===== config.mk =====
export PLATFORM = sky130hd
export DESIGN_NAME = bnn_unit_flat
export DESIGN_NICKNAME = d
export VERILOG_FILES = /design/src/rtl/bnn_pkg.sv /design/src/rtl/bnn_unit_if.sv /design/src/rtl/bnn_unit_bit_sync.sv /design/src/rtl/bnn_unit.sv /design/src/flat_wrapper.sv
export SDC_FILE = /design/constraint.sdc
export NUM_CORES = 1
export LEC_CHECK = 0
export ABC_AREA = 1
export CORE_MARGIN = 5
export CORE_UTILIZATION = 45
export CTS_CLUSTER_SIZE = 28
export DETAILED_ROUTE_END_ITERATION = 16
export PLACE_DENSITY = 0.66
export RECOVER_POWER = 25
export SKIP_LAST_GASP = 1
export SLEW_MARGIN = 15
export SYNTH_ARGS = -nofsm -noshare
export SYNTH_HDL_FRONTEND = slang
export SYNTH_SLANG_ARGS = --single-unit

===== constraint.sdc =====
create_clock -name clk_in -period 3.3 [get_ports clk_in]
set_input_delay 0.495 -clock clk_in [delete_from_list [all_inputs] [get_ports clk_in]]
set_output_delay 0.495 -clock clk_in [all_outputs]
set_load 0.02 [all_outputs]

===== src/rtl/bnn_pkg.sv =====
// Shared types and helpers for the binary-neural-network layer unit.
package bnn_pkg;

   typedef enum logic [1:0] {
      IDLE = 2'd0,
      FWD  = 2'd1,
      BWD  = 2'd2
   } state_t;

   // Majority with ties resolved high: 2*count >= total.
   function automatic logic majority_ge(input logic [31:0] count, input logic [31:0] total);
      return ((count << 1) >= total);
   endfunction

endpackage


===== src/rtl/bnn_unit_if.sv =====
// Request/data bundle between a bnn_unit and its neighbours or driver.
interface bnn_unit_if #(
   parameter int N_IN  = 3,
   parameter int N_OUT = 3
);
   logic             fd_prop;
   logic             bk_prop;
   logic [N_IN-1:0]  fin;
   logic [N_OUT-1:0] bin;
   logic [N_OUT-1:0] fout;
   logic [N_IN-1:0]  bout;
   logic             done;
   logic             control_out;

   modport master (
      output fd_prop, bk_prop, fin, bin,
      input  fout, bout, done, control_out
   );

   modport slave (
      input  fd_prop, bk_prop, fin, bin,
      output fout, bout, done, control_out
   );
endinterface


===== src/rtl/bnn_unit_bit_sync.sv =====
// Two-flop synchroniser bringing the free-running oscillator bit into clk_in.
module bit_sync (
   input  logic clk_in,
   input  logic rst_in,
   input  logic d,
   output logic q
);
   logic [1:0] sync;

   always_ff @(posedge clk_in) begin
      if (rst_in) sync <= 2'b00;
      else        sync <= {sync[0], d};
   end

   assign q = sync[1];
endmodule


===== src/rtl/bnn_unit.sv =====
// Column-serial BNN layer: XNOR-popcount forward pass, error/stochastic-flip backward pass.
// state | meaning
// IDLE  | waiting for fd_prop (priority) or bk_prop
// FWD   | accumulating one weight column per cycle, then resolving fout
// BWD   | emitting bout and flipping weights column by column, then control_out
module bnn_unit
   import bnn_pkg::*;
#(
   parameter int N_IN  = 3,
   parameter int N_OUT = 3
) (
   input  logic       clk_in,
   input  logic       rst_in,
   input  logic       oscillator,
   bnn_unit_if.slave  bus
);
   localparam int COL_W  = $clog2(N_IN + 1);
   localparam int ACC_W  = $clog2(N_IN + 1);
   localparam int CNT_W  = $clog2(N_OUT + 1);
   localparam int FLIP_W = $clog2(N_IN * N_OUT + 1);

   state_t state, state_nxt;
   logic [COL_W-1:0]             col;
   logic                         col_last;
   logic                         osc_s;
   logic                         load_fwd, load_bwd, fwd_step, fwd_end, bwd_step, bwd_end;

   logic [N_OUT-1:0][N_IN-1:0]   w;
   logic [N_OUT-1:0][ACC_W-1:0]  acc;
   logic [N_IN-1:0]              fin_q;
   logic [N_OUT-1:0]             bin_q;
   logic [N_OUT-1:0]             fout_q;
   logic [N_IN-1:0]              bout_q;
   logic                         done_q;
   logic                         ctrl_q;
   logic [FLIP_W-1:0]            flip_cnt;

   logic [N_IN-1:0]              sel_col;
   logic                         fin_bit;
   logic [N_OUT-1:0]             w_bit, xn, c;
   logic [CNT_W-1:0]             pc, nflag;
   logic                         bout_bit;

   bit_sync u_sync (
      .clk_in (clk_in),
      .rst_in (rst_in),
      .d      (oscillator),
      .q      (osc_s)
   );

   assign col_last = (col == COL_W'(N_IN));

   always_ff @(posedge clk_in) begin
      if (rst_in) state <= IDLE;
      else        state <= state_nxt;
   end

   always_comb begin
      state_nxt = state;
      unique case (state)
         IDLE: begin
            if (bus.fd_prop)      state_nxt = FWD;
            else if (bus.bk_prop) state_nxt = BWD;
         end
         FWD:     if (col_last) state_nxt = IDLE;
         BWD:     if (col_last) state_nxt = IDLE;
         default: state_nxt = IDLE;
      endcase
   end

   always_comb begin
      load_fwd = 1'b0;
      load_bwd = 1'b0;
      fwd_step = 1'b0;
      fwd_end  = 1'b0;
      bwd_step = 1'b0;
      bwd_end  = 1'b0;
      unique case (state)
         IDLE: begin
            load_fwd = bus.fd_prop;
            load_bwd = !bus.fd_prop && bus.bk_prop;
         end
         FWD: begin
            fwd_step = !col_last;
            fwd_end  = col_last;
         end
         BWD: begin
            bwd_step = !col_last;
            bwd_end  = col_last;
         end
         default: ;
      endcase
   end

   // One-hot column select; all zero on the resolve cycle so nothing is touched.
   for (genvar i = 0; i < N_IN; i++) begin : g_sel
      assign sel_col[i] = (col == COL_W'(i));
   end

   assign fin_bit = |(fin_q & sel_col);

   for (genvar j = 0; j < N_OUT; j++) begin : g_xnor
      assign w_bit[j] = |(w[j] & sel_col);
      assign xn[j]    = ~(fin_bit ^ w_bit[j]);
      assign c[j]     = bin_q[j] & (xn[j] == fout_q[j]);
   end

   always_comb begin
      pc    = '0;
      nflag = '0;
      for (int j = 0; j < N_OUT; j++) begin
         pc    = pc + CNT_W'(c[j]);
         nflag = nflag + CNT_W'(bin_q[j]);
      end
   end

   // Strict majority of flagged outputs; no flagged outputs means no error upstream.
   assign bout_bit = ({pc, 1'b0} > {1'b0, nflag});

   always_ff @(posedge clk_in) begin
      if (rst_in) begin
         w        <= '1;
         acc      <= '0;
         fin_q    <= '0;
         bin_q    <= '0;
         fout_q   <= '0;
         bout_q   <= '0;
         done_q   <= 1'b0;
         ctrl_q   <= 1'b0;
         flip_cnt <= '0;
         col      <= '0;
      end else begin
         done_q <= 1'b0;
         if (load_fwd) begin
            fin_q <= bus.fin;
            acc   <= '0;
            col   <= '0;
         end
         if (load_bwd) begin
            bin_q    <= bus.bin;
            flip_cnt <= '0;
            col      <= '0;
         end
         if (fwd_step) begin
            for (int j = 0; j < N_OUT; j++) acc[j] <= acc[j] + ACC_W'(xn[j]);
            col <= col + COL_W'(1);
         end
         if (fwd_end) begin
            for (int j = 0; j < N_OUT; j++) fout_q[j] <= majority_ge(32'(acc[j]), 32'(N_IN));
            done_q <= 1'b1;
         end
         if (bwd_step) begin
            bout_q <= (bout_q & ~sel_col) | (sel_col & {N_IN{bout_bit}});
            if (osc_s) begin
               for (int j = 0; j < N_OUT; j++) w[j] <= w[j] ^ (sel_col & {N_IN{c[j]}});
               flip_cnt <= flip_cnt + FLIP_W'(pc);
            end
            col <= col + COL_W'(1);
         end
         if (bwd_end) begin
            ctrl_q <= (flip_cnt == '0);
            done_q <= 1'b1;
         end
      end
   end

   assign bus.fout        = fout_q;
   assign bus.bout        = bout_q;
   assign bus.done        = done_q;
   assign bus.control_out = ctrl_q;

endmodule


===== src/flat_wrapper.sv =====
// flat-port wrapper written by rule: the top's interface ports become plain ports
module bnn_unit_flat import bnn_pkg::*;
#(
   parameter int N_IN  = 3,
   parameter int N_OUT = 3
)
  (clk_in, rst_in, oscillator, bus_fd_prop, bus_bk_prop, bus_fin, bus_bin, bus_fout, bus_bout, bus_done, bus_control_out);
  bnn_unit_if #(.N_IN(N_IN), .N_OUT(N_OUT)) bus_i ();
  input  logic clk_in;
  input  logic rst_in;
  input  logic oscillator;
  input wire logic [$bits(bus_i.fd_prop)-1:0] bus_fd_prop;
  input wire logic [$bits(bus_i.bk_prop)-1:0] bus_bk_prop;
  input wire logic [$bits(bus_i.fin)-1:0] bus_fin;
  input wire logic [$bits(bus_i.bin)-1:0] bus_bin;
  output wire logic [$bits(bus_i.fout)-1:0] bus_fout;
  output wire logic [$bits(bus_i.bout)-1:0] bus_bout;
  output wire logic [$bits(bus_i.done)-1:0] bus_done;
  output wire logic [$bits(bus_i.control_out)-1:0] bus_control_out;
  assign bus_i.fd_prop = bus_fd_prop;
  assign bus_i.bk_prop = bus_bk_prop;
  assign bus_i.fin = bus_fin;
  assign bus_i.bin = bus_bin;
  assign bus_fout = bus_i.fout;
  assign bus_bout = bus_i.bout;
  assign bus_done = bus_i.done;
  assign bus_control_out = bus_i.control_out;
  bnn_unit #(.N_IN(N_IN), .N_OUT(N_OUT)) u_core (.clk_in(clk_in), .rst_in(rst_in), .oscillator(oscillator), .bus(bus_i));
endmodule

# ---- After elaboration in Yosys (flattened, before gate mapping)
# Cells that the tools add are included.
dict set report classes {
  add_sub_neg 9
  n_mul 0
  div 0
  order_cmp 4
  eq_ne 10
  n_shift 0
  n_mux 21
  bitwise 23
  reduce_logical 15
}
# operator n
set op_table {}
lappend op_table {{$and 3x3->3} 9}
lappend op_table {{$mux 2} 7}
lappend op_table {{$mux 4} 3}
lappend op_table {{$mux 6} 2}
lappend op_table {{$reduce_or 3->1} 4}
lappend op_table {{$add 2x1->2} 5}
lappend op_table {{$ge 3x2->1 const B} 3}
lappend op_table {{$xor 3x3->3} 3}
lappend op_table {{$mux 1} 8}
lappend op_table {{$eq 2x2->1 const B} 3}
lappend op_table {{$add 1x1->2} 2}
lappend op_table {{$add 4x2->4} 1}
lappend op_table {{$eq 2x1->1 const B} 2}
lappend op_table {{$logic_not 2->1} 2}
lappend op_table {{$logic_not 4->1} 1}
lappend op_table {{$pmux 2 s2} 1}
lappend op_table {{$reduce_and 2->1} 2}
lappend op_table {{$reduce_bool 4->1} 1}
lappend op_table {{$and 1x1->1} 3}
lappend op_table {{$eq 1x1->1} 3}
lappend op_table {{$gt 3x2->1} 1}
lappend op_table {{$ne 3x3->1 const B} 1}
lappend op_table {{$not 1->1} 3}
lappend op_table {{$not 3->3} 1}
lappend op_table {{other kinds (8)} 11}
dict set report word_totals {
  regBits 39
  latch_bits 0
  ram_bits 0
  mem_bits_ro 0
  inputBits 11
  output_inout_bits 8
  elab_cells 98
  memories 0
}

# ---- Longest topological paths before layout
dict set report depth {
  ltp_word 12
  ltp_mapped 19
  ltp_nobuf 19
}

# ---- Modules after synthesis
# From an unflattened synthesis, not the netlist that was laid out.
dict set report hier_totals {
  hier_cells 295
  hier_area_um2 2170.8
}
# mod instances cells_each area_each_um2 seq_area_each_um2
set modules_own_cells {}
lappend modules_own_cells {bnn_unit 1 289 2115.8 740.7}
lappend modules_own_cells {bit_sync 1 6 55.1 40.0}

# ---- Worst setup path after synthesis
# Ideal clock, no wire load.
dict set report synth_timing {
  kind {reg-to-reg}
  from {reg u_core.col[0]}
  to {reg u_core.flip_cnt[1]}
  setup_ns 0.071
  arrival_time_ns 2.927
  required_time_ns 3.229
  slack_ns 0.303
  stages_incl_launch_ff 18
  n_path_buf 0
  period_less_slack_ns 2.997
  cell_sequence {dfxtp_1 inv_1 ha_1 nand2_1 nand2_1 nor2_4 nand2_1 nand3_2 nand2_1 nor2_4 inv_1 fa_1 inv_1 ha_1 inv_1 fa_1 or2_2 a21oi_1}
}
dict set report synth_between {
  elab_chain_cells 12
  word_cells_on_any_way 31
  classes_between {add/sub (3); eq/ne (6); mux (3); bitwise (13); reduce/logical (6)}
}
# item line
set synth_lines {}
lappend synth_lines {{start: declaration} bnn_unit.sv:23} ;# logic [COL_W-1:0] col;
lappend synth_lines {{start signal: assignment} bnn_unit.sv:146} ;# col <= col + COL_W'(1);
lappend synth_lines {{start signal: assignment} bnn_unit.sv:158} ;# col <= col + COL_W'(1);
lappend synth_lines {{$eq 2x1->1 (tied with other cells)} bnn_unit.sv:97} ;# assign sel_col[i] = (col == COL_W'(i));
lappend synth_lines {{$and 3x3->3, on equally long branches} {bnn_unit.sv:100, bnn_unit.sv:103}}
lappend synth_lines {{$reduce_or 3->1, on equally long branches} {bnn_unit.sv:100, bnn_unit.sv:103}}
lappend synth_lines {{$xor 1x1->1} bnn_unit.sv:104} ;# assign xn[j] = ~(fin_bit ^ w_bit[j]);
lappend synth_lines {{$not 1->1} bnn_unit.sv:104}
lappend synth_lines {{$eq 1x1->1} bnn_unit.sv:105} ;# assign c[j] = bin_q[j] & (xn[j] == fout_q[j]);
lappend synth_lines {{$and 1x1->1} bnn_unit.sv:105}
lappend synth_lines {{$add 1x1->2} bnn_unit.sv:112} ;# pc = pc + CNT_W'(c[j]);
lappend synth_lines {{$add 2x1->2} bnn_unit.sv:112}
lappend synth_lines {{$add 4x2->4} bnn_unit.sv:156} ;# flip_cnt <= flip_cnt + FLIP_W'(pc);
lappend synth_lines {{$mux 4} bnn_unit.sv:154} ;# if (osc_s) begin
lappend synth_lines {{$mux 4 *} bnn_unit.sv:152} ;# if (bwd_step) begin
lappend synth_lines {{end signal: assignment} bnn_unit.sv:156}
lappend synth_lines {{end: declaration} bnn_unit.sv:36} ;# logic [FLIP_W-1:0] flip_cnt;
# Every way passes the cells marked *; elsewhere a longest branch is shown, timed or not.
# A chain may end at the register's enable or synchronous reset.

# ---- Worst setup path after layout
# Same ends and word-level chain as after synthesis.

==> impl_metrics.tcl <==
set metrics [dict create \
    status "finished clean" \
    synthCells 296 \
    min_period_ps 3080 \
    die_h_um 78.8 \
    rows 25 \
    fillers 444 \
    tightestPinTransition_ps 649 \
    ctsHoldBuffers 0 \
    postCtsSetupRepairBufs 0 \
    yosys-top-cells-count "60 x nand2_1, 40 x inv_1, 39 x dfxtp_1" \
    synth-async-reset-ratio 0 \
    finalPower_mw 1.22 \
    hold-path-endpoint "u_core.u_sync.sync[1]$_SDFF_PP0_" \
    grt_pass1_vias 1738 \
    hold_slack_ps 411 \
    nets 342 \
    fin_ws_ps 217 \
    finish.utilization 0.544 \
    synth.most_common_cell "nand2_1" \
    cts-resized-gates 0 \
    htree_levels 2 \
    rr_worst_depth 17 \
    grt_pass1_wl_um 7660 \
    placedCellCount 362 \
    cp_top_family "adder cells" \
    clock-sinks 39 \
    initial_core_util 0.457 \
    clkLatencyLatePin_ps 290 \
    crit_required_ps 3530 \
    synth_fp_nets 323 \
    hp-start "u_core.u_sync.sync[0]$_SDFF_PP0_" \
    cts_tree "done" \
    reg2reg_slack_ps 220 \
    slew_viol_final 0 \
    cap_violations 0 \
    setup_violations 0 \
    r2r_end "u_core.flip_cnt[1]$_SDFF_PP0_" \
    rsz0062_at_grt "false" \
    cts_made_buffers 5 \
    synth_top_area_frac 0.367 \
    dpl_cell_area_um2 2350 \
    hold_depth 2 \
    drtAntennaViolNets 0 \
    synthTopCellsByArea "dfxtp_1 37%, nand2_1 11%, ha_1 7.6%" \
    fmax_ghz 0.324 \
    clkTransAtPathRegs_ps 80 \
    cp_cell_sequence "inv_2 -> ha_4 -> nand2_2 -> nand2_2 -> nor2_4 -> nand2_1 -> nand3_2 -> nand2_2 -> nor2_4 -> inv_2 -> fa_1 -> inv_1 -> ha_1 -> inv_1 -> fa_1 -> or2_2 -> a21oi_2" \
    timing.final.crit_share 0.934 \
    ir_drop_v 0.000307 \
    p_leak_nw 1.11 \
    die-area_um2 6200 \
    cts_root_buffer "clkbuf_8" \
    finalSetupTns_ps 0 \
    synth_edf_count 0 \
    drt_pass1_iterations 5 \
    crit_fanout 5 \
    yosysSeqAreaShare 0.367 \
    dp_slack_ps 51.7 \
    wirelength_um 4490 \
    hold_viol 0 \
    ys.flop_type "dfxtp_1" \
    arrival_ps 3320 \
    relSlewSlack 0.567 \
    yosysWarnings 0 \
    crit_path_end_kind "register" \
    cp_num_buf_inv 4 \
    slowest_delay_ps 530 \
    instances_no_fill 370 \
    wire_per_inst_um 12.1 \
    ios 19 \
    via_count 1871 \
    drt_iter0_drc 83 \
    synth.distinct_cells 23 \
    startpoint_type "register" \
    gp_congestion 0.894 \
    grt_max_degree 21 \
    final_area_um2 2530 \
    timing.rr.start "u_core.col[0]$_SDFFE_PP0P_" \
    grt-ovfl-total 0 \
    power.density_nw_per_um2 482 \
    vias_per_cell 5.06 \
    syn_area_um2 2130 \
    antenna_cells 0 \
    synth-seq-cells 39 \
    areaGrowthSynthToFinish_pct 19.0 \
    clock_skew_ps 7.21 \
    grtUsageTotal 0.158 \
    numPortBuffers 18 \
    cp_common_cell "nand2_2" \
    yosysTopAreaCell "dfxtp_1" \
    crit_slowest_cell "fa_1" \
    cts.path.max_buffers 2 \
    hpwl_um 3410 \
    die_w_um 78.8 \
    antenna_found_initial 0 \
    hold_class "reg -> reg" \
    core-area_um2 4660 \
    critical_path_class "reg -> reg" \
    drc 0 \
    drive_gt1_frac 0.139 \
    synth_area_per_cell_um2 7.19 \
]
-- cell type report --
| class | instances | area, um^2 | area share |
|---|---|---|---|
| inverter | 43 | 161 | 0.0637 |
| multi-input combinational | 207 | 1210 | 0.478 |
| clock inverter | 2 | 35.0 | 0.0138 |
| tap | 54 | 67.6 | 0.0267 |
| timing repair buffer | 19 | 188 | 0.0741 |
| sequential | 39 | 788 | 0.311 |
| clock buffer | 6 | 82.6 | 0.0326 |
-- metal layers --
metal / GRT usage / vias to the layer above / part of all wire
met5: 0 / - / 0
met4: 0.0524 / 0 / 0.012
met3: 0.0454 / 5 / 0.037
met2: 0.259 / 26 / 0.47
met1: 0.198 / 842 / 0.48
li1: - / 998 / -
-- logic make-up (layout without fill, tap and decap cells) --
logic type | Yosys count | in the layout | synth area share
compound gates | 47 | 47 | 0.112
fa+ha+maj | 16 | 16 | 0.105
buf+inv | 50 | 70 | 0.0905
flops | 39 | 39 | 0.367
simple gates | 144 | 144 | 0.326
-- how the worst max path moves through the flow --
stage / start / slack, ps / end / cells past startpoint
after global routing: u_core.col[1]$_SDFFE_PP0P_ / 10 / u_core.flip_cnt[1]$_SDFF_PP0_ / 17
after global placement: u_core.col[0]$_SDFFE_PP0P_ / 140 / u_core.flip_cnt[1]$_SDFF_PP0_ / 17
final: u_core.col[0]$_SDFFE_PP0P_ / 220 / u_core.flip_cnt[1]$_SDFF_PP0_ / 17
after floorplan: u_core.col[0]$_SDFFE_PP0P_ / 300 / u_core.flip_cnt[1]$_SDFF_PP0_ / 17
after detailed placement: u_core.col[0]$_SDFFE_PP0P_ / 50 / u_core.flip_cnt[1]$_SDFF_PP0_ / 17
after CTS: u_core.col[0]$_SDFFE_PP0P_ / 50 / u_core.flip_cnt[1]$_SDFF_PP0_ / 17
-- sequential cells by signal, summed over array words and instances, names as in the netlist, named ones only --
signal / flops
u_core.acc: 6
u_core.bin_q: 3
u_core.bus.control_out: 1
u_core.bus.done: 1
u_core.bus.fout: 3
u_core.col: 2
u_core.fin_q: 3
u_core.flip_cnt: 4
u_core.state: 2
u_core.u_sync.sync: 2
u_core.w: 9
-- worst register-to-register path, stage by stage, from the launching register on --
cell and delay [ps]:
dfxtp_4 380, inv_2 70, ha_4 180, nand2_2 90, nand2_2 70, nor2_4 140, nand2_1 80, nand3_2 100
nand2_2 70, nor2_4 150, inv_2 50, fa_1 530, inv_1 70, ha_1 190, inv_1 60, fa_1 390
or2_2 310, a21oi_2 110
-- power breakdown --
| group | switching [mW] | internal, mW | total, mW | leakage [nW] |
|---|---|---|---|---|
| Combinational | 0.185 | 0.109 | 0.295 | 0.735 |
| Clock | 0.173 | 0.245 | 0.417 | 0.0612 |
| Sequential | 0.0204 | 0.490 | 0.510 | 0.318 |
-- placed cells by master (no fill, tap or decap) --
| cell | instances |
|---|---|
| nand4_1 | 11 |
| nand2_1 | 56 |
| o21ai_0 | 16 |
| nand3_1 | 29 |
| nor2_4 | 4 |
| dfxtp_4 | 2 |
| fa_1 | 3 |
| a21oi_2 | 1 |
| clkinv_2 | 1 |
| dfxtp_1 | 37 |
| nand2_4 | 2 |
| ha_1 | 10 |
| dlygate4sd3_1 | 1 |
| bufinv_16 | 1 |
| o31ai_1 | 1 |
| inv_1 | 38 |
| nor3_1 | 1 |
| or2_2 | 1 |
| nand3b_2 | 1 |
| buf_4 | 1 |
| a21oi_1 | 28 |
| ha_4 | 3 |
| clkdlybuf4s50_1 | 17 |
| nor2_2 | 3 |
| clkbuf_8 | 6 |
| nand2_2 | 11 |
| nand3_2 | 2 |
| inv_2 | 5 |
| a31oi_1 | 1 |
| nor2_1 | 23 |
Power figures use the tool's default switching activity.
